## src/rtl/fan_pkg.sv

```systemverilog
// Shared definitions for the fan command scheduler: command limits, packet timing
// constants and the sequencer state encoding.
package fan_pkg;

   localparam int FAN_CMD_W          = 3;
   localparam logic [2:0] FAN_CMD_MAX = 3'd4;
   localparam int FAN_PHASE_CYCLES   = 1836;
   localparam int FAN_PHASES_PER_PKT = 39;
   localparam int FAN_GAP_PHASES     = 10;

   typedef enum logic [1:0] {
      IDLE  = 2'd0,
      START = 2'd1,
      SEND  = 2'd2,
      GAP   = 2'd3
   } fan_state_e;

   function automatic logic fan_cmd_ok(input logic [FAN_CMD_W-1:0] cmd);
      return (cmd <= FAN_CMD_MAX);
   endfunction

endpackage

```

## src/rtl/fan_rr_arbiter.sv

```systemverilog
// Round-robin arbiter: grants the first requester above ptr (with wrap), one-hot plus
// encoded index. Purely combinational so the grant can be used as a same-cycle ready.
module fan_rr_arbiter #(
   parameter int NUM_REQ = 2
) (
   input  logic [NUM_REQ-1:0] req,
   input  logic [2:0]         ptr,
   input  logic               enable,
   output logic [NUM_REQ-1:0] grant,
   output logic [2:0]         grant_idx
);

   logic [2:0] cand_s;
   logic       found_s;

   // search from ptr+1 upward, first hit wins
   always_comb begin
      grant_idx = 3'd0;
      found_s   = 1'b0;
      cand_s    = 3'd0;
      for (int k = 1; k <= NUM_REQ; k++) begin
         cand_s = 3'((int'(ptr) + k) % NUM_REQ);
         if (enable && !found_s && (|(req & (NUM_REQ'(1) << cand_s)))) begin
            grant_idx = cand_s;
            found_s   = 1'b1;
         end else begin
            found_s = found_s;
         end
      end
      if (found_s) begin
         grant = NUM_REQ'(1) << grant_idx;
      end else begin
         grant = {NUM_REQ{1'b0}};
      end
   end

endmodule

```

## src/rtl/fan_cmd_scheduler.sv

```systemverilog
// Accepts fan commands from several requesters and replays each accepted command
// REPEATS times into the packet generator, timing packets and gaps itself.
module fan_cmd_scheduler
   import fan_pkg::*;
#(
   parameter int NUM_REQ       = 2,
   parameter int PACKET_CYCLES = FAN_PHASE_CYCLES * FAN_PHASES_PER_PKT,
   parameter int GAP_CYCLES    = FAN_PHASE_CYCLES * FAN_GAP_PHASES,
   parameter int REPEATS       = 4,
   parameter int TIMER_WIDTH   = 20,
   parameter int RPT_WIDTH     = 3
) (
   input  logic                   ref_clk,
   input  logic                   reset_n,
   input  logic [NUM_REQ-1:0]     req_valid,
   input  logic [3*NUM_REQ-1:0]   req_cmd,
   output logic [NUM_REQ-1:0]     req_ready,
   output logic                   gen_start,
   output logic [FAN_CMD_W-1:0]   gen_cmd,
   output logic                   busy,
   output logic                   done,
   output logic                   err,
   output logic [2:0]             active_id
);

   fan_state_e                 state_r, next_state_s;
   logic [TIMER_WIDTH-1:0]     timer_r, next_timer_s;
   logic [RPT_WIDTH-1:0]       rpt_r, next_rpt_s;
   logic [2:0]                 ptr_r, next_ptr_s;
   logic [2:0]                 active_id_r, next_id_s;
   logic [2:0]                 grant_idx_s;
   logic [FAN_CMD_W-1:0]       gen_cmd_r, next_cmd_s, sel_cmd_s;
   logic [NUM_REQ-1:0]         grant_s;
   logic                       arb_en_s, accept_s, err_s, done_s;
   logic                       gen_start_r, done_r, err_r;

   // no grants while reset is asserted, so nothing is accepted in a reset cycle
   assign arb_en_s = (state_r == IDLE) && reset_n;
   assign accept_s = |grant_s;

   fan_rr_arbiter #(.NUM_REQ(NUM_REQ)) u_arb (
      .req       (req_valid),
      .ptr       (ptr_r),
      .enable    (arb_en_s),
      .grant     (grant_s),
      .grant_idx (grant_idx_s)
   );

   // command of the granted requester
   always_comb begin
      sel_cmd_s = 3'd0;
      for (int i = 0; i < NUM_REQ; i++) begin
         if (grant_s[i]) begin
            sel_cmd_s = req_cmd[3*i +: 3];
         end else begin
            sel_cmd_s = sel_cmd_s;
         end
      end
   end

   // next-state and next-value logic for the sequencer
   always_comb begin
      next_state_s = state_r;
      next_timer_s = timer_r;
      next_rpt_s   = rpt_r;
      next_ptr_s   = ptr_r;
      next_cmd_s   = gen_cmd_r;
      next_id_s    = active_id_r;
      err_s        = 1'b0;
      case (state_r)
         IDLE: begin
            if (accept_s) begin
               next_ptr_s = grant_idx_s;
               if (fan_cmd_ok(sel_cmd_s)) begin
                  next_cmd_s   = sel_cmd_s;
                  next_id_s    = grant_idx_s;
                  next_rpt_s   = RPT_WIDTH'(REPEATS - 1);
                  next_state_s = START;
               end else begin
                  err_s = 1'b1;
               end
            end else begin
               next_state_s = IDLE;
            end
         end
         START: begin
            next_timer_s = TIMER_WIDTH'(PACKET_CYCLES - 1);
            next_state_s = SEND;
         end
         SEND: begin
            if (timer_r == {TIMER_WIDTH{1'b0}}) begin
               next_timer_s = TIMER_WIDTH'(GAP_CYCLES - 1);
               next_state_s = GAP;
            end else begin
               next_timer_s = timer_r - TIMER_WIDTH'(1);
            end
         end
         GAP: begin
            if (timer_r == {TIMER_WIDTH{1'b0}}) begin
               if (rpt_r != {RPT_WIDTH{1'b0}}) begin
                  next_rpt_s   = rpt_r - RPT_WIDTH'(1);
                  next_state_s = START;
               end else begin
                  next_state_s = IDLE;
               end
            end else begin
               next_timer_s = timer_r - TIMER_WIDTH'(1);
            end
         end
         default: begin
            next_state_s = IDLE;
         end
      endcase
   end

   // done is registered one cycle early so it coincides with the final gap cycle
   assign done_s = (next_state_s == GAP) && (next_timer_s == {TIMER_WIDTH{1'b0}}) &&
                   (next_rpt_s == {RPT_WIDTH{1'b0}});

   // sequencer state and registered outputs
   always_ff @(posedge ref_clk) begin
      if (!reset_n) begin
         state_r     <= IDLE;
         timer_r     <= {TIMER_WIDTH{1'b0}};
         rpt_r       <= {RPT_WIDTH{1'b0}};
         ptr_r       <= 3'(NUM_REQ - 1);
         gen_cmd_r   <= 3'd0;
         active_id_r <= 3'd0;
         gen_start_r <= 1'b0;
         done_r      <= 1'b0;
         err_r       <= 1'b0;
      end else begin
         state_r     <= next_state_s;
         timer_r     <= next_timer_s;
         rpt_r       <= next_rpt_s;
         ptr_r       <= next_ptr_s;
         gen_cmd_r   <= next_cmd_s;
         active_id_r <= next_id_s;
         gen_start_r <= (next_state_s == START);
         done_r      <= done_s;
         err_r       <= err_s;
      end
   end

   assign req_ready = grant_s;
   assign gen_start = gen_start_r;
   assign gen_cmd   = gen_cmd_r;
   assign busy      = (state_r != IDLE);
   assign done      = done_r;
   assign err       = err_r;
   assign active_id = active_id_r;

endmodule

```

## config.mk

```make
export PLATFORM = sky130hd
export DESIGN_NAME = fan_cmd_scheduler
export DESIGN_NICKNAME = d
export VERILOG_FILES = /design/src/rtl/fan_pkg.sv /design/src/rtl/fan_rr_arbiter.sv /design/src/rtl/fan_cmd_scheduler.sv
export SDC_FILE = /design/constraint.sdc
export NUM_CORES = 1
export LEC_CHECK = 0
export ABC_AREA = 1
export ABC_CLOCK_PERIOD_IN_PS = 2200
export CAP_MARGIN = 20
export CORE_MARGIN = 2
export CORE_UTILIZATION = 52
export DETAILED_ROUTE_END_ITERATION = 6
export GPL_ROUTABILITY_DRIVEN = 0
export PLACE_DENSITY = 0.78
export SETUP_SLACK_MARGIN = 0.02
export SLEW_MARGIN = 20
export SYNTH_ARGS = -nofsm -noshare
export SYNTH_HDL_FRONTEND = slang
export SYNTH_SLANG_ARGS = --single-unit
export TNS_END_PERCENT = 100
```

## constraint.sdc

```tcl
create_clock -name ref_clk -period 2.2 [get_ports ref_clk]
set_input_delay 0.44 -clock ref_clk [delete_from_list [all_inputs] [get_ports ref_clk]]
set_output_delay 0.44 -clock ref_clk [all_outputs]
set_load 0.03 [all_outputs]
```

==> results of run 1 <==
-- where the power goes --
group	internal (mW)	leakage, nW	switching (mW)
clock	0.218	0.0439	0.260
combinational	0.675	1.33	1.10
sequential	0.661	0.271	0.0438
-- placed cells by master (no fill, tap or decap), drive strengths merged --
cell type      Yosys  final
xor2               4      4
a21oi             25     25
o21ai             18     18
clkdlybuf4s50      0     16
o22ai              3      3
nand3             38     38
a21boi             1      1
conb               1      2
clkinv             1      3
o31ai              1      1
nor2              74     74
a211oi             2      2
clkinvlp           0      2
ha                10     10
nand3b             2      2
buf                4     52
a21o               1      1
dfxtp             33     33
nand4              1      1
xnor2              2      2
nand2            108    108
inv               49     48
dlygate4sd2        0      1
a31oi              3      3
nor3               5      5
clkbuf             4      5
-- sequential cells by signal, indices dropped and copies added (netlist names) --
register and cells:
done 1, ptr_r 1, rpt_r 3, gen_cmd 3
state_r 2, active_id 1, timer_r 20, gen_start 1
err 1
-- what timing repair did --
item / in CTS / in global routing
gates resized for setup: 4 / 37
hold endpoints to repair: 0 / 0
pin swaps: 0 / 16
buffers inserted: 0 / 3
setup endpoints to repair: 3 / 9
-- critical path: cells and delay by family, from the launching register on --
family / cells / cell delay (ns)
fa+ha+maj: 1 / 0.22
compound gates: 2 / 0.26
buf+inv: 1 / 0.11
flops: 1 / 0.34
simple gates: 12 / 1.16
-- cell type report --
class / instances / area [sq um]
multi-input combinational: 300 / 1573
fill: 358 / 1225
sequential: 33 / 668.1
timing repair buffer: 69 / 575.6
inverter: 50 / 191.4
clock buffer: 5 / 68.82
tap: 52 / 65.06
clock inverter: 3 / 17.52
-- layer usage --
layer	share of wire	track usage	up-vias
met5	0	0	-
met4	0.034	0.1111	0
met3	0.074	0.07173	28
met2	0.48	0.4774	127
met1	0.41	0.3426	1272
li1	-	-	1375
-- cells by family (layout without fill, tap and decap cells) --
logic type	count (synthesis)	after routing	synth area share
simple gates	228	228	0.4157
buf+inv	58	127	0.1030
compound gates	54	54	0.1257
flops	33	33	0.2789
fa+ha+maj	10	10	0.05283
xor+xnor	6	6	0.02219
other cells	1	2	0.001583
-- stage by stage --
stage	hold slack, ns	TNS (ns)	worst slack (ns)	instances	utilization
after detailed placement	0.4621	-0.8550	-0.2257	501	0.6692
final	0.4735	0	0.02540	512	0.7206
after global placement	0.4548	-0.5667	-0.1797	501	0.6692
after global routing	0.5079	-0.1870	-0.1870	512	0.7206
after floorplan	0.4401	0	0.03455	391	-
after CTS	0.4716	0	0.02024	509	0.6904
-- path summary, 6_finish.rpt --
path | startpoint | endpoint | cells after the start
setup / recovery | timer_r[6] | done | 16
hold / removal | ptr_r[0] | ptr_r[0] | 2
setup reg to reg | timer_r[6] | done | 16
hold reg to reg | ptr_r[0] | ptr_r[0] | 2
==> Implementation_results.wiki, run 1 <==
{| class="wikitable"
! Metric !! Value
|-
| Number of distinct library cell variants in the gate-level netlist after synthesis || 35
|-
| Final hold violations || 0
|-
| Total clock buffers created by CTS || 5
|-
| Number of rows created at floorplan || 24
|-
| Post-route cell area || 3159 sq um
|-
| Max-capacitance violation count || 0
|-
| Residual antenna-violating net count after detailed routing || 0
|-
| WP data required || 2.44 ns
|-
| Maximum clock frequency || 459.9 MHz
|-
| Mean instance size in the synthesized netlist || 6.073 sq um
|-
| Number of enable flip-flop cells after synthesis || 0
|-
| Portion of synthesized cell area occupied by the leading cell type || 0.2789
|-
| Element type at the critical path end || flip-flop
|-
| # H-tree levels || 2
|-
| DP HPWL || 5.183 mm
|-
| Root buf cell || sky130_fd_sc_hd__clkbuf_8
|-
| Routed wire length per instance || 14.12 um
|-
| Number of buffers added to fix hold violations after cts || 0
|-
| Critical path, cell by cell || nor2_1, nand2_1, inv_1, nand3_4, ha_4, nand2_2, o21ai_1, o22ai_1, nand2_1, nor3_2, nand2_1, nor2_1, nand2_1, nor2_1, nand3_1, nor2_1
|-
| Register-to-register path setup slack || 0.03 ns
|-
| Final Cycle Share || 0.9885
|-
| Number of diodes || 0
|-
| Main area contributors after synthesis || sky130_fd_sc_hd__dfxtp_1 28%, sky130_fd_sc_hd__nand2_1 17%, sky130_fd_sc_hd__nor2_1 10%
|-
| Cell Area, Synth || 2369 sq um
|-
| Number of violations reported at the end of detailed-routing iteration 0 || 299
|-
| CTS tree || done
|-
| Starting density of the core || 0.5402
|-
| Fraction of registers with async set/reset || 0
|-
| Most frequent cells after synthesis || 106 x sky130_fd_sc_hd__nand2_1, 65 x sky130_fd_sc_hd__nor2_1, 48 x sky130_fd_sc_hd__inv_1, 35 x sky130_fd_sc_hd__nand3_1, 33 x sky130_fd_sc_hd__dfxtp_1
|-
| Worst-path maximum fanout || 4
|-
| Chip width || 71.49 um
|-
| Final critical path time including I/O delays and setup || 2.175 ns
|-
| Post-route clock skew || 0.008553 ns
|-
| Count leader, synth || sky130_fd_sc_hd__nand2_1
|-
| Count of synthesis-stage warnings from yosys || 0
|-
| Number of register bits inferred by synthesis || 33
|-
| Cell accounting for the most synthesized area || sky130_fd_sc_hd__dfxtp_1
|-
| Initial antenna violation count || 0
|-
| Sequential-to-total area share from yosys stat || 0.2789
|-
| Final routed wirelength across all metal layers || 7.231 mm
|-
| Worst path max stage delay || 0.34 ns
|-
| Critical-path cell with the highest stage delay || sky130_fd_sc_hd__dfxtp_1
|-
| Die outline area || 5111 sq um
|-
| GRT Util Overall || 0.2821
|-
| Overall via count from detail_route || 2802
|-
| Leakage power summed over all cells || 1.646 nW
|-
| Peak ir drop on the vdd network || 0.5691 mV
|-
| Post-layout power || 2.961 mW
|-
| Number of buffers on the longest clock path || 2
|-
| Pin count of the biggest net entering global routing || 21
|-
| Gate count of the mapped netlist || 390
|-
| Worst path arrival time || 2.41 ns
|-
| Per-cell via count in the routed design || 5.473
|-
| Startpoint type of the worst setup path || flip-flop
|-
| Prevailing post-synth register cell || sky130_fd_sc_hd__dfxtp_1
|-
| Clock net sink count || 33
|-
| Unrepaired setup endpoints after global routing || yes
|-
| First-pass GRT wire length || 11.28 mm
|-
| Std-Cell Core Area || 4384 sq um
|-
| Vias in the first global route || 2585
|-
| Power per cell area || 937.1 nW/um^2
|-
| Area growth, synth to finish || 33.39%
|-
| Count of input and output buffers || 19
|-
| Outcome || finished clean
|-
| Hold/Removal Path Class || flip-flop to flip-flop
|-
| Ratio of cells with drive above 1 in the final layout || 0.2304
|-
| Post-layout net count || 479
|-
| First-pass iteration count of the detailed router || 5
|-
| Congestion Overflow GR || 0
|-
| Pins over their slew limit || 0
|-
| Setup violators final || 0
|-
| Placed standard-cell area || 2934 sq um
|-
| Top-level I/O count || 22
|-
| Vertical die dimension || 71.49 um
|-
| Clk slew on worst S/H paths || 0.08 ns
|-
| Drt drc || 0
|-
| Kind of critical path || flip-flop to flip-flop
|-
| Later-pin clock latency in the skew report || 0.31 ns
|}
Note: power is estimated with default switching activity, not from simulation.
==> inputs of run 2 (changes only) <==
- SLEW_MARGIN: 20 -> not set
==> results of run 2 <==
Final layout, timing and power as in run 1 (identical DEF).
